## src/rtl/mem_arb_pkg.sv

```systemverilog
// Shared types and constants for the unified-memory port arbiter.
// Latency: n/a (types, constants and one pure helper function).
// Backpressure: n/a.
package mem_arb_pkg;

  typedef enum logic [1:0] {
    IDLE   = 2'd0,
    ACCESS = 2'd1,
    WAIT   = 2'd2,
    RESP   = 2'd3
  } arb_state_e;

  typedef enum logic {
    PORT_IF = 1'b0,
    PORT_D  = 1'b1
  } port_sel_e;

  localparam logic [3:0] BE_WORD = 4'b1111;

  // Sign-extend a loaded byte to a full word (lb).
  function automatic logic [31:0] sext8(input logic [7:0] b);
    return {{24{b[7]}}, b};
  endfunction

endpackage

```

## src/rtl/mem_port_arbiter_if.sv

```systemverilog
// Bundle of the fetch port, load/store port and memory command/response wires.
// Latency: n/a (wires only).
// Backpressure: requesters hold req and fields until their gnt; responses are single-cycle pulses.
interface mem_port_arbiter_if;

  // fetch requester
  logic        if_req;
  logic [31:0] if_addr;
  logic        if_gnt;
  logic        if_rvalid;
  logic [31:0] if_rdata;

  // load/store requester
  logic        d_req;
  logic        d_we;
  logic        d_byte;
  logic [31:0] d_addr;
  logic [31:0] d_wdata;
  logic        d_gnt;
  logic        d_rvalid;
  logic [31:0] d_rdata;

  // memory side
  logic        mem_en;
  logic        mem_we;
  logic [3:0]  mem_be;
  logic [29:0] mem_addr;
  logic [31:0] mem_wdata;
  logic [31:0] mem_rdata;

  // arbiter side
  modport slave (
    input  if_req, if_addr,
    output if_gnt, if_rvalid, if_rdata,
    input  d_req, d_we, d_byte, d_addr, d_wdata,
    output d_gnt, d_rvalid, d_rdata,
    output mem_en, mem_we, mem_be, mem_addr, mem_wdata,
    input  mem_rdata
  );

  // requesters plus memory, seen from outside the arbiter
  modport master (
    output if_req, if_addr,
    input  if_gnt, if_rvalid, if_rdata,
    output d_req, d_we, d_byte, d_addr, d_wdata,
    input  d_gnt, d_rvalid, d_rdata,
    input  mem_en, mem_we, mem_be, mem_addr, mem_wdata,
    output mem_rdata
  );

endinterface

```

## src/rtl/mem_port_arbiter_byte_lane.sv

```systemverilog
// byte_lane_unit: byte enables and store replication for sb, lane select plus sign extension for lb.
// Latency: purely combinational.
// Backpressure: none.
module byte_lane_unit
  import mem_arb_pkg::*;
(
  input  logic [1:0]  addr_i,
  input  logic        byte_i,
  input  logic [31:0] wdata_i,
  input  logic [31:0] rdata_i,
  output logic [3:0]  be_o,
  output logic [31:0] wdata_o,
  output logic [31:0] rdata_o
);

  logic [7:0] lane;

  // Word accesses pass through; byte accesses use little-endian lane addr_i.
  always_comb begin
    be_o    = BE_WORD;
    wdata_o = wdata_i;
    rdata_o = rdata_i;
    lane    = 8'h00;
    case (addr_i)
      2'd0:    lane = rdata_i[7:0];
      2'd1:    lane = rdata_i[15:8];
      2'd2:    lane = rdata_i[23:16];
      default: lane = rdata_i[31:24];
    endcase
    if (byte_i) begin
      be_o    = 4'b0001 << addr_i;
      wdata_o = {4{wdata_i[7:0]}};
      rdata_o = sext8(lane);
    end
  end

endmodule

```

## src/rtl/mem_port_arbiter.sv

```systemverilog
// mem_port_arbiter: shares one fixed-latency memory between fetch and load/store, data port first
//   (define MEM_ARB_STARVE_GUARD_EN to force a fetch grant after STARVE_MAX data grants).
// Latency: gnt cycle 0, mem_en cycle 1, rvalid cycle MEM_LAT+2; one access per MEM_LAT+3 cycles.
// Backpressure: requests wait with gnt low until IDLE; responses are one-cycle pulses, not stallable.
module mem_port_arbiter
  import mem_arb_pkg::*;
#(
  parameter int MEM_LAT    = 2,
  parameter int STARVE_MAX = 4
) (
  input  logic              clk,
  input  logic              rst_n,
  mem_port_arbiter_if.slave bus,
  output logic              busy
);

  localparam int              LW       = $clog2(MEM_LAT + 1);
  localparam logic [LW-1:0]   LAT_INIT = LW'(MEM_LAT);
  localparam logic [LW-1:0]   LAT_LAST = LW'(1);

  arb_state_e      state_q, state_d;
  logic [LW-1:0]   lat_q, lat_d;
  logic            gnt_if, gnt_dp;
  logic            fetch_first;
  logic            last_wait;

  // fields of the access in flight
  port_sel_e       port_q;
  logic            we_q;
  logic            byte_q;
  logic [31:0]     addr_q;
  logic [31:0]     wdata_q;
  logic [31:0]     rdata_q;

  logic [3:0]      lane_be;
  logic [31:0]     lane_wdata;
  logic [31:0]     lane_rdata;

  // Next state and combinational grant; grants only in IDLE and never while reset is asserted.
  always_comb begin
    state_d = state_q;
    lat_d   = lat_q;
    gnt_if  = 1'b0;
    gnt_dp  = 1'b0;
    case (state_q)
      IDLE: begin
        if (rst_n) begin
          if (bus.d_req && !(fetch_first && bus.if_req)) begin
            gnt_dp  = 1'b1;
            state_d = ACCESS;
          end else if (bus.if_req) begin
            gnt_if  = 1'b1;
            state_d = ACCESS;
          end
        end
      end
      ACCESS: begin
        state_d = WAIT;
        lat_d   = LAT_INIT;
      end
      WAIT: begin
        if (lat_q == LAT_LAST) begin
          state_d = RESP;
        end else begin
          lat_d = lat_q - 1'b1;
        end
      end
      RESP: begin
        state_d = IDLE;
      end
      default: begin
        state_d = IDLE;
      end
    endcase
  end

  // State and latency counter registers; reset abandons any access in flight.
  always_ff @(posedge clk or negedge rst_n) begin
    if (!rst_n) begin
      state_q <= IDLE;
      lat_q   <= '0;
    end else begin
      state_q <= state_d;
      lat_q   <= lat_d;
    end
  end

  // Capture the winner's fields at the grant edge; fetch is always a word read.
  always_ff @(posedge clk or negedge rst_n) begin
    if (!rst_n) begin
      port_q  <= PORT_IF;
      we_q    <= 1'b0;
      byte_q  <= 1'b0;
      addr_q  <= '0;
      wdata_q <= '0;
    end else if (gnt_dp) begin
      port_q  <= PORT_D;
      we_q    <= bus.d_we;
      byte_q  <= bus.d_byte;
      addr_q  <= bus.d_addr;
      wdata_q <= bus.d_wdata;
    end else if (gnt_if) begin
      port_q  <= PORT_IF;
      we_q    <= 1'b0;
      byte_q  <= 1'b0;
      addr_q  <= bus.if_addr;
      wdata_q <= '0;
    end
  end

  assign last_wait = (state_q == WAIT) && (lat_q == LAT_LAST);

  // Register processed read data in the last WAIT cycle; writes complete with zero data.
  always_ff @(posedge clk or negedge rst_n) begin
    if (!rst_n) begin
      rdata_q <= '0;
    end else if (last_wait) begin
      rdata_q <= we_q ? 32'h0 : lane_rdata;
    end
  end

`ifdef MEM_ARB_STARVE_GUARD_EN
  localparam int            SW         = $clog2(STARVE_MAX + 1);
  localparam logic [SW-1:0] STARVE_LIM = SW'(STARVE_MAX);

  logic [SW-1:0] starve_q, starve_d;

  // Count data grants that bypassed a waiting fetch; any fetch grant clears the count.
  always_comb begin
    starve_d = starve_q;
    if (gnt_if) begin
      starve_d = '0;
    end else if (gnt_dp && bus.if_req && (starve_q != STARVE_LIM)) begin
      starve_d = starve_q + 1'b1;
    end
  end

  // Starvation counter register.
  always_ff @(posedge clk or negedge rst_n) begin
    if (!rst_n) begin
      starve_q <= '0;
    end else begin
      starve_q <= starve_d;
    end
  end

  assign fetch_first = (starve_q == STARVE_LIM);
`else
  // Strict data priority: STARVE_MAX has no effect and folds to a constant false.
  assign fetch_first = (STARVE_MAX < 0);
`endif

  byte_lane_unit u_lane (
    .addr_i  (addr_q[1:0]),
    .byte_i  (byte_q),
    .wdata_i (wdata_q),
    .rdata_i (bus.mem_rdata),
    .be_o    (lane_be),
    .wdata_o (lane_wdata),
    .rdata_o (lane_rdata)
  );

  assign bus.if_gnt    = gnt_if;
  assign bus.d_gnt     = gnt_dp;

  // Memory command is decoded from state so it drops the instant reset asserts.
  assign bus.mem_en    = (state_q == ACCESS);
  assign bus.mem_we    = bus.mem_en & we_q;
  assign bus.mem_be    = bus.mem_en ? lane_be : 4'b0000;
  assign bus.mem_addr  = addr_q[31:2];
  assign bus.mem_wdata = lane_wdata;

  assign bus.if_rvalid = (state_q == RESP) && (port_q == PORT_IF);
  assign bus.d_rvalid  = (state_q == RESP) && (port_q == PORT_D);
  assign bus.if_rdata  = bus.if_rvalid ? rdata_q : 32'h0;
  assign bus.d_rdata   = bus.d_rvalid  ? rdata_q : 32'h0;

  assign busy          = (state_q != IDLE);

endmodule

```

## src/flat_wrapper.sv

```systemverilog
// flat-port wrapper written by rule: the top's interface ports become plain ports
module mem_port_arbiter_flat import mem_arb_pkg::*;
#(
  parameter int MEM_LAT    = 2,
  parameter int STARVE_MAX = 4
)
  (clk, rst_n, busy, bus_if_req, bus_if_addr, bus_if_gnt, bus_if_rvalid, bus_if_rdata, bus_d_req, bus_d_we, bus_d_byte, bus_d_addr, bus_d_wdata, bus_d_gnt, bus_d_rvalid, bus_d_rdata, bus_mem_en, bus_mem_we, bus_mem_be, bus_mem_addr, bus_mem_wdata, bus_mem_rdata);
  mem_port_arbiter_if bus_i ();
  input  logic clk;
  input  logic rst_n;
  output logic busy;
  input wire logic [$bits(bus_i.if_req)-1:0] bus_if_req;
  input wire logic [$bits(bus_i.if_addr)-1:0] bus_if_addr;
  output wire logic [$bits(bus_i.if_gnt)-1:0] bus_if_gnt;
  output wire logic [$bits(bus_i.if_rvalid)-1:0] bus_if_rvalid;
  output wire logic [$bits(bus_i.if_rdata)-1:0] bus_if_rdata;
  input wire logic [$bits(bus_i.d_req)-1:0] bus_d_req;
  input wire logic [$bits(bus_i.d_we)-1:0] bus_d_we;
  input wire logic [$bits(bus_i.d_byte)-1:0] bus_d_byte;
  input wire logic [$bits(bus_i.d_addr)-1:0] bus_d_addr;
  input wire logic [$bits(bus_i.d_wdata)-1:0] bus_d_wdata;
  output wire logic [$bits(bus_i.d_gnt)-1:0] bus_d_gnt;
  output wire logic [$bits(bus_i.d_rvalid)-1:0] bus_d_rvalid;
  output wire logic [$bits(bus_i.d_rdata)-1:0] bus_d_rdata;
  output wire logic [$bits(bus_i.mem_en)-1:0] bus_mem_en;
  output wire logic [$bits(bus_i.mem_we)-1:0] bus_mem_we;
  output wire logic [$bits(bus_i.mem_be)-1:0] bus_mem_be;
  output wire logic [$bits(bus_i.mem_addr)-1:0] bus_mem_addr;
  output wire logic [$bits(bus_i.mem_wdata)-1:0] bus_mem_wdata;
  input wire logic [$bits(bus_i.mem_rdata)-1:0] bus_mem_rdata;
  assign bus_i.if_req = bus_if_req;
  assign bus_i.if_addr = bus_if_addr;
  assign bus_if_gnt = bus_i.if_gnt;
  assign bus_if_rvalid = bus_i.if_rvalid;
  assign bus_if_rdata = bus_i.if_rdata;
  assign bus_i.d_req = bus_d_req;
  assign bus_i.d_we = bus_d_we;
  assign bus_i.d_byte = bus_d_byte;
  assign bus_i.d_addr = bus_d_addr;
  assign bus_i.d_wdata = bus_d_wdata;
  assign bus_d_gnt = bus_i.d_gnt;
  assign bus_d_rvalid = bus_i.d_rvalid;
  assign bus_d_rdata = bus_i.d_rdata;
  assign bus_mem_en = bus_i.mem_en;
  assign bus_mem_we = bus_i.mem_we;
  assign bus_mem_be = bus_i.mem_be;
  assign bus_mem_addr = bus_i.mem_addr;
  assign bus_mem_wdata = bus_i.mem_wdata;
  assign bus_i.mem_rdata = bus_mem_rdata;
  mem_port_arbiter #(.MEM_LAT(MEM_LAT), .STARVE_MAX(STARVE_MAX)) u_core (.clk(clk), .rst_n(rst_n), .bus(bus_i), .busy(busy));
endmodule
```

## config.mk

```make
export PLATFORM = sky130hd
export DESIGN_NAME = mem_port_arbiter_flat
export DESIGN_NICKNAME = d
export VERILOG_FILES = /design/src/rtl/mem_arb_pkg.sv /design/src/rtl/mem_port_arbiter_if.sv /design/src/rtl/mem_port_arbiter_byte_lane.sv /design/src/rtl/mem_port_arbiter.sv /design/src/flat_wrapper.sv
export SDC_FILE = /design/constraint.sdc
export NUM_CORES = 1
export LEC_CHECK = 0
export BUFFER_PORTS_ARGS = -buffer_cell sky130_fd_sc_hd__buf_2
export CAP_MARGIN = 15
export CORE_ASPECT_RATIO = 0.8
export CORE_MARGIN = 10
export CORE_UTILIZATION = 45
export DETAILED_ROUTE_END_ITERATION = 6
export GPL_ROUTABILITY_DRIVEN = 1
export PLACE_DENSITY = 0.84
export SLEW_MARGIN = 5
export SYNTH_ARGS = -nofsm -noshare
export SYNTH_HDL_FRONTEND = slang
export SYNTH_SLANG_ARGS = --single-unit
export TNS_END_PERCENT = 100
```

## constraint.sdc

```tcl
create_clock -name clk -period 4.7 [get_ports clk]
set_input_delay 0.94 -clock clk [delete_from_list [all_inputs] [get_ports clk]]
set_output_delay 0.94 -clock clk [all_outputs]
set_load 0.005 [all_outputs]
```

## Word level (Yosys, flattened, before mapping)

Index checks and enable logic that the tools add are counted.

- Bits in registers: 103
- Bits of input ports: 134
- Output and inout port bits: 137
- Word-level logic and storage cells: 62

- Add/sub/neg operators: 1
- Equality and inequality tests: 10
- Shift-type cells: 1
- Mux-type cells: 30
- Bitwise logic cells: 2
- Reduce and logical (&&, ||, !) cells: 10

Operators with widths:

| cell | number |
|---|---|
| $mux W32 | 9 |
| $pmux W8 S3 | 1 |
| $mux W1 | 11 |
| $mux W2 | 5 |
| $mux W4 | 2 |
| $pmux W2 S4 | 1 |
| $eq A2 B1 Y1 const B | 3 |
| $eq A2 B2 Y1 const B | 3 |
| $reduce_bool A2 Y1 | 3 |
| $logic_not A2 Y1 | 2 |
| $ne A2 B2 Y1 const B | 2 |
| $pmux W2 S2 | 1 |
| $shl A1 B2 Y4 const A | 1 |
| $logic_and A1 B1 Y1 | 3 |
| $ne A3 B3 Y1 const B | 1 |
| $reduce_and A3 Y1 | 1 |
| $ne A2 B1 Y1 const B | 1 |
| $reduce_and A2 Y1 | 1 |
| $sub A2 B1 Y2 const B | 1 |
| $and A1 B1 Y1 | 1 |
| $not A1 Y1 | 1 |

## Depth between registers and ports, before layout

- Word-level depth: 6
- Gate-level depth with buffers: 8
- Depth with buffers taken out: 5

## Cells and area by module

A second synthesis with hierarchy kept.

- Cells, all modules: 668
- Area, all modules: 6238.5 um^2

Modules (own cells, without submodules):

| module | times used | cells an instance | area each (um^2) | sequential area each (um^2) |
|---|---|---|---|---|
| mem_port_arbiter | 1 | 498 | 5236.3 | 2577.5 |
| byte_lane_unit | 1 | 170 | 1002.2 | 0.0 |

## Least setup slack after synthesis

No wires, ideal clock.

- Path kind: in2out
- Start: in bus_d_req
- End: out bus_d_gnt
- Data arrival time: 1.479 ns
- Required time: 3.760 ns
- Slack: 2.281 ns
- Stages: 3
- Path buffers: 1
- Path through: nand3_2 -> clkinv_1 -> buf_1

- Longest elaborated chain between the ends: 3

RTL lines:

| element | line | text |
|---|---|---|
| start, declared | flat_wrapper.sv:17 | `input wire logic [$bits(bus_i.d_req)-1:0] bus_d_req;` |
| $mux W1 | mem_port_arbiter.sv:48 | `if (bus.d_req && !(fetch_first && bus.if_req)) begin` |
| $mux W1 | mem_port_arbiter.sv:47 | `if (rst_n) begin` |
| $mux W1 | mem_port_arbiter.sv:45 | `case (state_q)` |
| end, declared | flat_wrapper.sv:22 | `output wire logic [$bits(bus_i.d_gnt)-1:0] bus_d_gnt;` |

Every way passes these cells.

## Worst setup path in the final report

- Start: reg u_core.state_q[1]
- End: out bus_if_rdata[26]

- Longest elaborated chain between the ends: 3

RTL lines:

| element | line | text |
|---|---|---|
| start, declared | mem_port_arbiter.sv:21 | `arb_state_e state_q, state_d;` |
| start signal, assigned | mem_port_arbiter.sv:83 | `state_q <= state_d;` |
| $eq A2 B2 Y1 | mem_port_arbiter.sv:173 | `assign bus.if_rvalid = (state_q == RESP) && (port_q == PORT_IF);` |
| $logic_and A1 B1 Y1 | mem_port_arbiter.sv:173 |  |
| $mux W32 | mem_port_arbiter.sv:175 | `assign bus.if_rdata = bus.if_rvalid ? rdata_q : 32'h0;` |
| end, declared | flat_wrapper.sv:16 | `output wire logic [$bits(bus_i.if_rdata)-1:0] bus_if_rdata;` |

Every way passes these cells.

==> flow_summary.toml <==
[cells_and_area]
nets = 954
drive_gt1_frac = 0.376
final.fill_count = 1097
syn2layout_area_growth_pct = 25.3
final_util = 0.582

[cts]
ctsResizeCount = 0
cts_root_buffer = "clkbuf_16"
cts.sinks = 103
cts_buffer_depth = 2
numCtsBuffers = 9
ctsHoldBuffers = 0
clkTransAtPathRegs_ps = 70
cts_max_level = 3
cts_tree = "done"
clk_latency_ps = 340
post_cts_buffers = 0

[floorplan]
die_h_um = 121
io_pins = 271
die_x_um = 146
initial_core_util = 0.464
dieArea_um2 = 17600
row_count = 36
core_um2 = 12300

[drt]
wl_met2_mm = 8.71
drt_wl_total_mm = 18.1
ant_nets = 0
vias = 5153
routed.top_layer = "met5"
wl_met1_mm = 7.47
drc = 0
dr_wl_met3_mm = 1.77
wl_per_cell_um = 18.3
routed_via_density = 5.19
drtPass1Iterations = 5
first_iter_violations = 271

[logic_synthesis]
netlist_area_um2 = 5710
synth_edf_count = 0
yosys.cell_types.count = 39
ys_seq_area_frac = 0.452
yosysTopAreaCell = "dfrtp_1"
yosysTopAreaCellShare = 0.452
yosysMostFrequentCell = "dfrtp_1"
syn_inst = 609
ys_ff_latch = 103
yosys-top-cells-area = "dfrtp_1, o21ai_0, buf_4"
syn_avg_cell_area_um2 = 9.37
yosys_warnings = 0
yosys-top-cells-count = "dfrtp_1, nand2_1, o21ai_0"
synthFlopType = "dfrtp_1"
synth-async-reset-ratio = 1.00
syn_nets = 749

[timing]
worstMarginPinSlew_ps = 1070
maxSlewHeadroom = 0.287
skew_ps = 5.31
final-max-slew-violation-count = 0
rsz0062_at_grt = "false"
min_period_ps = 3330
hold_viol_final = 0
fmax_ghz = 0.300
timing.final.crit_share = 0.710
totalNegativeSetupSlack_ps = 0
setup_viol = 0
fin_hold_ws_ps = 480

[pwr]
finalPower_mw = 4.34
p_leak_nw = 4.09
ir_drop_uv = 281
powerDensity_nw_per_um2 = 607

[hold_path]
min_path_type = "in -> async"

[grt]
grt_pass1_wl_mm = 28.2
grtUsageTotal = 0.197
grt_overflow = 0
grt_pass1_vias = 5074
grt_max_degree = 70
antenna_found_initial = 5

[setup_path]
cp_max_fo = 34
crit_required_ps = 3760
setup.worst_path.class = "reg -> out"
end_kind = "primary output"
arrival_ps = 2390
startpoint_type = "register"

[place]
dp_hpwl_mm = 14.3
gp_congestion = 0.795
io_buffers = 270

[status]
status = "complete, no violations"

[flow_run]
drv_cap = 0
-- final cells by class --
class / instances / area, µm² / area share
diodes: 2 / 5.00 / 0.000700
well taps: 171 / 214 / 0.0299
multi-input cells: 387 / 2510 / 0.350
repair buffers: 281 / 1440 / 0.201
flip-flops and latches: 103 / 2580 / 0.360
inverters: 32 / 120 / 0.0168
clock inverters: 7 / 63.8 / 0.00892
clock buffers: 9 / 225 / 0.0315
-- registers in the layout, summed over array words and instances, names as in the netlist --
register / cells
u_core.port_q: 1
u_core.state_q: 2
u_core.lat_q: 2
u_core.wdata_q: 32
u_core.addr_q: 32
u_core.we_q: 1
u_core.byte_q: 1
u_core.rdata_q: 32
-- cell usage in the layout (no fill, tap or decap), types with 2 or more instances in the layout --
cell type and count:
nand2b_1 4, and3_1 32, a21boi_0 3, o41ai_2 6, a221oi_1 6, o221ai_1 2
mux2i_1 33, o41ai_1 10, inv_8 2, buf_4 11, a22o_1 36, nand3_1 3
and2_1 36, clkinvlp_4 2, nor2_1 23, o21a_1 7, o31ai_1 15, a21oi_1 4
dfrtp_1 102, inv_6 2, nand2_1 78, buf_2 269, clkbuf_16 9, inv_1 31
o21ai_0 70, ha_1 6, diode_2 2
-- worst max-delay path, cell delays in order (launching register included) --
cell     delay (ps)
dfrtp_1         390
ha_1            760
nor2b_1         310
buf_4           300
and2_1          160
buf_2           110
-- stage by stage --
step | cells | area (µm²) | worst slack (ps)
floorplan | 609 | 5710 | 2280
global placement | 973 | 6850 | 1750
detailed placement | 973 | 6850 | 1700
CTS | 989 | 7140 | 1360
global route | 991 | 7150 | 1160
finish | 992 | 7150 | 1370
-- where the power goes --
group          internal, mW  leakage (nW)  switching [mW]  total [mW]
clock                 0.372         0.136           0.351       0.723
combinational         0.890          2.68            1.04        1.93
sequential             1.32          1.28           0.368        1.69
total                  2.59          4.09            1.76        4.34
-- metal layers --
metal / vias to the layer above / track usage
met4: 6 / 0.0410
met1: 2404 / 0.236
met2: 236 / 0.327
met3: 15 / 0.0827
li1: 2492 / -
met5: - / 0
-- final timing paths --
| kind | from | to | slack, ps | cells after the start |
|---|---|---|---|---|
| min in group clk | u_core.addr_q[25] | u_core.addr_q[25] | 480 | 2 |
| setup reg to reg | u_core.byte_q | u_core.rdata_q[10] | 2260 | 4 |
| hold / removal | rst_n | u_core.rdata_q[10] | 480 | 1 |
| setup / recovery | u_core.state_q[1] | bus_if_rdata[26] | 1370 | 5 |
| hold reg to reg | u_core.addr_q[25] | u_core.addr_q[25] | 480 | 2 |
| max in group asynchronous | rst_n | u_core.byte_q | 3260 | 2 |
-- cell families after synthesis --
logic type / count (synthesis) / synth area share
and+or+nand+nor: 179 / 0.152
AOI/OAI and AO/OA: 166 / 0.209
DFF: 103 / 0.452
buffers and inverters: 119 / 0.111
adders and majority gates: 6 / 0.0132
xor gates and xnor gates: 1 / 0.00153
muxes: 35 / 0.0618
No activity file was read; power rests on OpenSTA's default activity.
